$ cat config.mk
export PLATFORM = sky130hd
export DESIGN_NAME = turn_controller
export DESIGN_NICKNAME = d
export VERILOG_FILES = /design/src/rtl/turn_controller.sv
export SDC_FILE = /design/constraint.sdc
export NUM_CORES = 1
export LEC_CHECK = 0
export CORE_UTILIZATION = 32
export CTS_CLUSTER_SIZE = 10
export DETAILED_ROUTE_END_ITERATION = 10
export GPL_TIMING_DRIVEN = 0
export PLACE_DENSITY = 0.52
export RECOVER_POWER = 25
export SLEW_MARGIN = 20
export SYNTH_ARGS = -nofsm -noshare
export SYNTH_HDL_FRONTEND = slang
export SYNTH_SLANG_ARGS = --single-unit
$ cat constraint.sdc
create_clock -name frame_clk -period 3 [get_ports frame_clk]
set_input_delay 0.45 -clock frame_clk [delete_from_list [all_inputs] [get_ports frame_clk]]
set_output_delay 0.45 -clock frame_clk [all_outputs]
set_load 0.01 [all_outputs]
$ cat src/rtl/turn_controller.sv
// Turn sequencer for the two-player tank game: gates movement to the active
// tank, runs the fire handshake, tracks health and declares the winner.
module turn_controller #(
  parameter int unsigned MOVE_BUDGET   = 64,
  parameter int unsigned TURN_TIMEOUT  = 600,
  parameter int unsigned SETTLE_FRAMES = 30,
  parameter int unsigned START_HEALTH  = 3
) (
  input  logic       frame_clk,
  input  logic       Reset,
  input  logic [7:0] keycode,
  input  logic       fire_ack,
  input  logic       shot_done,
  input  logic       hit1,
  input  logic       hit2,
  output logic       active,
  output logic       move_l,
  output logic       move_r,
  output logic       fire_req,
  output logic [1:0] health1,
  output logic [1:0] health2,
  output logic [7:0] budget,
  output logic       game_over,
  output logic [1:0] winner
);

  localparam int unsigned KEY_W    = 8;
  localparam int unsigned TIMER_W  = 10;
  localparam int unsigned SETTLE_W = 8;
  localparam int unsigned HEALTH_W = 2;
  localparam int unsigned BUDGET_W = 8;

  localparam logic [KEY_W-1:0] KEY_LEFT  = 8'h04;
  localparam logic [KEY_W-1:0] KEY_RIGHT = 8'h07;
  localparam logic [KEY_W-1:0] KEY_FIRE  = 8'h2C;
  localparam logic [KEY_W-1:0] KEY_START = 8'h28;

  localparam logic [TIMER_W-1:0]  TIMER_LAST  = TIMER_W'(TURN_TIMEOUT - 1);
  localparam logic [SETTLE_W-1:0] SETTLE_LAST = SETTLE_W'(SETTLE_FRAMES - 1);
  localparam logic [BUDGET_W-1:0] BUDGET_INIT = BUDGET_W'(MOVE_BUDGET);
  localparam logic [HEALTH_W-1:0] HEALTH_INIT = HEALTH_W'(START_HEALTH);

  typedef enum logic [2:0] {
    S_IDLE,
    S_MOVE,
    S_FIRE,
    S_FLIGHT,
    S_SETTLE,
    S_SWITCH,
    S_OVER
  } state_t;

  state_t                r_state, w_state_nxt;
  logic [KEY_W-1:0]      r_prev_key;
  logic [TIMER_W-1:0]    r_timer, w_timer_nxt;
  logic [SETTLE_W-1:0]   r_settle, w_settle_nxt;
  logic                  r_active, w_active_nxt;
  logic                  r_move_l, w_move_l_nxt;
  logic                  r_move_r, w_move_r_nxt;
  logic                  r_fire_req, w_fire_req_nxt;
  logic [HEALTH_W-1:0]   r_health1, w_health1_nxt;
  logic [HEALTH_W-1:0]   r_health2, w_health2_nxt;
  logic [BUDGET_W-1:0]   r_budget, w_budget_nxt;
  logic                  r_game_over, w_game_over_nxt;
  logic [1:0]            r_winner, w_winner_nxt;
  logic                  w_fire_edge;

  // A held space bar produces only one shot.
  assign w_fire_edge = (keycode == KEY_FIRE) && (r_prev_key != KEY_FIRE);

  always_ff @(posedge frame_clk) begin
    if (!Reset) r_state <= S_IDLE;
    else        r_state <= w_state_nxt;
  end

  always_comb begin
    w_state_nxt     = r_state;
    w_timer_nxt     = r_timer;
    w_settle_nxt    = r_settle;
    w_active_nxt    = r_active;
    w_move_l_nxt    = 1'b0;
    w_move_r_nxt    = 1'b0;
    w_fire_req_nxt  = r_fire_req;
    w_health1_nxt   = r_health1;
    w_health2_nxt   = r_health2;
    w_budget_nxt    = r_budget;
    w_game_over_nxt = r_game_over;
    w_winner_nxt    = r_winner;

    case (r_state)
      S_IDLE: begin
        if (keycode == KEY_START) begin
          w_budget_nxt = BUDGET_INIT;
          w_timer_nxt  = '0;
          w_active_nxt = 1'b0;
          w_state_nxt  = S_MOVE;
        end
      end
      S_MOVE: begin
        w_timer_nxt = r_timer + TIMER_W'(1);
        if (w_fire_edge) begin
          w_fire_req_nxt = 1'b1;
          w_state_nxt    = S_FIRE;
        end else if (r_timer == TIMER_LAST) begin
          w_state_nxt = S_SWITCH;
        end else if (r_budget != '0) begin
          // Strobes only when staying in MOVE, so they never leak into SWITCH.
          if (keycode == KEY_LEFT) begin
            w_move_l_nxt = 1'b1;
            w_budget_nxt = r_budget - BUDGET_W'(1);
          end else if (keycode == KEY_RIGHT) begin
            w_move_r_nxt = 1'b1;
            w_budget_nxt = r_budget - BUDGET_W'(1);
          end
        end
      end
      S_FIRE: begin
        if (fire_ack) begin
          w_fire_req_nxt = 1'b0;
          w_state_nxt    = S_FLIGHT;
        end
      end
      S_FLIGHT: begin
        if (shot_done) begin
          if (hit1 && (r_health1 != '0)) w_health1_nxt = r_health1 - HEALTH_W'(1);
          if (hit2 && (r_health2 != '0)) w_health2_nxt = r_health2 - HEALTH_W'(1);
          w_settle_nxt = '0;
          w_state_nxt  = S_SETTLE;
        end
      end
      S_SETTLE: begin
        if (r_settle == SETTLE_LAST) begin
          if ((r_health1 == '0) || (r_health2 == '0)) begin
            w_game_over_nxt = 1'b1;
            if ((r_health1 == '0) && (r_health2 == '0)) w_winner_nxt = 2'b11;
            else if (r_health2 == '0)                  w_winner_nxt = 2'b01;
            else                                       w_winner_nxt = 2'b10;
            w_state_nxt = S_OVER;
          end else begin
            w_state_nxt = S_SWITCH;
          end
        end else begin
          w_settle_nxt = r_settle + SETTLE_W'(1);
        end
      end
      S_SWITCH: begin
        w_active_nxt = ~r_active;
        w_budget_nxt = BUDGET_INIT;
        w_timer_nxt  = '0;
        w_state_nxt  = S_MOVE;
      end
      S_OVER: begin
        // Restart restores reset values but skips IDLE.
        if (keycode == KEY_START) begin
          w_active_nxt    = 1'b0;
          w_fire_req_nxt  = 1'b0;
          w_health1_nxt   = HEALTH_INIT;
          w_health2_nxt   = HEALTH_INIT;
          w_budget_nxt    = '0;
          w_game_over_nxt = 1'b0;
          w_winner_nxt    = 2'b00;
          w_timer_nxt     = '0;
          w_settle_nxt    = '0;
          w_state_nxt     = S_MOVE;
        end
      end
      default: w_state_nxt = S_IDLE;
    endcase
  end

  always_ff @(posedge frame_clk) begin
    if (!Reset) begin
      r_prev_key  <= '0;
      r_timer     <= '0;
      r_settle    <= '0;
      r_active    <= 1'b0;
      r_move_l    <= 1'b0;
      r_move_r    <= 1'b0;
      r_fire_req  <= 1'b0;
      r_health1   <= HEALTH_INIT;
      r_health2   <= HEALTH_INIT;
      r_budget    <= '0;
      r_game_over <= 1'b0;
      r_winner    <= 2'b00;
    end else begin
      r_prev_key  <= keycode;
      r_timer     <= w_timer_nxt;
      r_settle    <= w_settle_nxt;
      r_active    <= w_active_nxt;
      r_move_l    <= w_move_l_nxt;
      r_move_r    <= w_move_r_nxt;
      r_fire_req  <= w_fire_req_nxt;
      r_health1   <= w_health1_nxt;
      r_health2   <= w_health2_nxt;
      r_budget    <= w_budget_nxt;
      r_game_over <= w_game_over_nxt;
      r_winner    <= w_winner_nxt;
    end
  end

  assign active    = r_active;
  assign move_l    = r_move_l;
  assign move_r    = r_move_r;
  assign fire_req  = r_fire_req;
  assign health1   = r_health1;
  assign health2   = r_health2;
  assign budget    = r_budget;
  assign game_over = r_game_over;
  assign winner    = r_winner;

endmodule

==> flow_metrics.tcl <==
set metrics [dict create \
    ys.warnings.count 0 \
    grt_use_met2 0.234 \
    io_pins 33 \
    met3_usage 0.0278 \
    ff2ff_setup_slack_ns 0.53 \
    dp_hpwl_um 4370 \
    post_drt_wl_per_cell_um 13.6 \
    grt_usage 0.151 \
    initial_core_util 0.328 \
    power_mw 1.52 \
    routed_wl_um 5900 \
    post-route-util 0.399 \
    yosysSeqAreaShare 0.381 \
    worstPathBufferInverterCount 2 \
    setup_viol 0 \
    die_y_um 90.8 \
    grt_pass1_wl_um 10100 \
    setup_slack_ns 0.339 \
    crit_type "input pin to flop" \
    crit_path_end_kind "flop" \
    cts_tree "yes" \
    cp_slowest_stage_delay_ns 0.51 \
    cts-root-buf "clkbuf_8" \
    synth_cells 292 \
    place_ws_ns -0.0117 \
    die-width_um 90.8 \
    synth_flop_cell "dfxtp_1" \
    grt-ovfl-total 0 \
    vias 2231 \
    crit_required_ns 3.23 \
    grt_setup_unrepaired "false" \
    use_met1 0.209 \
    cts_buffers 5 \
    grt_pass1_vias 2142 \
    drc 0 \
    avgViaCountPerCell 5.14 \
    fin_nets 352 \
    grt_max_degree 16 \
    multiInputGateArea_um2 1470 \
    cts_hold_buf 0 \
    post_cts_buffers 0 \
    htree_levels 2 \
    slowest_stage "clkdlybuf4s50_1" \
    worstSetupStartpointType "input pin" \
    cap_violations 0 \
    antenna_found_initial 0 \
    portBuffers 32 \
    skew_ns 0.00416 \
    p_per_area_nw_per_um2 495 \
    gr-max-usage-layer "met2" \
    clockBufferDepth 2 \
    relSlewSlack 0.307 \
    peakVddDrop_mv 0.243 \
    min_period_over_period 0.887 \
    crit_arrival_ns 2.90 \
    crit_chain "clkdlybuf4s50_1, nor4bb_1, o211ai_1, and2_1, clkbuf_1, or4_1, a21oi_1" \
    antennaDiodeCount 0 \
    drtIter0Drc 84 \
    num_rows 32 \
    hp-class "flop to flop" \
    dieArea_um2 8250 \
    crit_family "simple AND/OR/NAND/NOR gates" \
    drtPass1Iterations 6 \
    drv_slew 0 \
    synthArstFlopShare 0 \
    cts.sinks 48 \
    hold_violations 0 \
    core_area_um2 7690 \
    path_clk_slew_ns 0.09 \
    fin_crit_ns 2.66 \
    synthesis.nets 313 \
    avgSynthCellArea_um2 8.65 \
    cts_resized 0 \
    syn_area_um2 2520 \
    setup_tns_ns 0 \
    synth.distinct_cells 55 \
    seq_area_um2 961 \
    max_freq_ghz 0.376 \
    nFillCells 798 \
    p_leak_nw 1.09 \
    cp_max_fo 10 \
    synth-edff-count 0 \
    synth.ff_latch_count 48 \
    final_antenna_net_count 0 \
    layout-drive-gt1-share 0.0602 \
    worstSkewPairLatency_ns 0.31 \
    gp_congestion 0.847 \
    status "complete, no violations" \
    worst_slew_pin_slew_ns 1.03 \
    area_growth_pct 21.6 \
]
state kept, by name, indices dropped and copies added, names as in the netlist:
register and cells:
winner 2, budget 8, r_prev_key 8, r_settle 8
game_over 1, r_timer 10, active 1, move_r 1
fire_req 1, health2 2, r_state 3, health1 2
move_l 1
cells by family (layout without fill, tap and decap cells):
kind of cell | Yosys count | in the layout | synth area share
compound gates | 65 | 65 | 0.182
xor+xnor | 16 | 16 | 0.0555
fa+ha+maj | 7 | 7 | 0.0347
buf+inv | 24 | 64 | 0.0357
flops | 48 | 48 | 0.381
mux | 8 | 8 | 0.0322
simple gates | 124 | 124 | 0.279
worst reg2reg max path: cells and delay by family (launching register included):
kind            cells  cell delay [ns]
simple gates        3             0.60
buf+inv             2             0.62
flops               1             0.32
compound gates      2             0.85
report_power, final:
group	internal (mW)	switching [mW]	total, mW
combinational	0.160	0.243	0.403
sequential	0.675	0.0318	0.707
clock	0.187	0.223	0.410
total	1.02	0.497	1.52
layer usage:
layer,vias to the layer above,wire length [um],share of wire
li1,1145,-,-
met1,1043,3060,0.52
met2,35,2570,0.44
met3,8,188,0.032
met4,0,80,0.014
met5,-,0,0
layout by cell type, fill, tap and decap left out, types with 3 or more instances in the layout:
cell type,Yosys,final
clkdlybuf4s50_1,0,20
nor3_1,6,6
xnor2_1,15,15
and3_1,4,4
o21ai_0,9,9
o21a_1,3,3
clkbuf_1,10,10
nor2b_1,3,3
nor4b_1,3,3
a21oi_1,17,17
o211ai_1,4,4
or4_1,4,4
ha_1,7,7
dfxtp_1,48,48
nor4_1,4,4
nor2_1,26,26
inv_1,14,14
clkbuf_8,0,6
dlygate4sd3_1,0,12
nand4_1,3,3
nor4bb_1,3,3
or2_2,3,3
a31oi_1,5,5
nor3b_1,4,4
and4_1,4,4
a211oi_1,6,6
a311oi_1,3,3
mux2i_1,7,7
nand2_1,23,23
and2_1,10,8
nand3_1,10,10
through the flow:
step / instances / hold WS [ns] / cell area [um2]
after global routing: 434 / 0.493 / 3070
final: 434 / 0.461 / 3070
after global placement: 426 / 0.450 / 2970
after detailed placement: 426 / 0.454 / 2970
after CTS: 434 / 0.468 / 3070
after floorplan: 292 / 0.476 / 2520
layout make-up:
| type | count | share of cell area |
|---|---|---|
| multi-input cells | 220 | 0.480 |
| flip-flops and latches | 48 | 0.313 |
| repair buffers | 32 | 0.104 |
| well taps | 102 | 0.0416 |
| clock buffers | 6 | 0.0269 |
| inverters | 14 | 0.0171 |
| plain buffers | 10 | 0.0122 |
| clock inverters | 2 | 0.00489 |
final timing paths:
| path | end | cells past startpoint | from |
|---|---|---|---|
| hold reg to reg | winner[0]$_SDFFE_PN0P_ | 2 | winner[0]$_SDFFE_PN0P_ |
| hold / removal | winner[0]$_SDFFE_PN0P_ | 2 | winner[0]$_SDFFE_PN0P_ |
| setup / recovery | budget[1]$_SDFFE_PN0P_ | 7 | keycode[1] |
| setup reg to reg | budget[6]$_SDFFE_PN0P_ | 7 | r_state[0]$_SDFFE_PN0P_ |
Yosys cell counts, types with 4 or more instances:
| cell | count | area [um2] |
|---|---|---|
| o21ai_0 | 9 | 45.0 |
| nor3_1 | 6 | 30.0 |
| mux2i_1 | 7 | 70.1 |
| a21oi_1 | 17 | 85.1 |
| nor2_1 | 26 | 97.6 |
| clkbuf_1 | 10 | 37.5 |
| ha_1 | 7 | 87.6 |
| o211ai_1 | 4 | 30.0 |
| a31oi_1 | 5 | 31.3 |
| and4_1 | 4 | 35.0 |
| nand2_1 | 23 | 86.3 |
| inv_1 | 14 | 52.6 |
| nor3b_1 | 4 | 30.0 |
| nor4_1 | 4 | 25.0 |
| and2_1 | 10 | 62.6 |
| nand3_1 | 10 | 50.1 |
| dfxtp_1 | 48 | 961 |
| or4_1 | 4 | 30.0 |
| xnor2_1 | 15 | 131 |
| a211oi_1 | 6 | 45.0 |
| and3_1 | 4 | 25.0 |
Power figures use the tool's default switching activity.
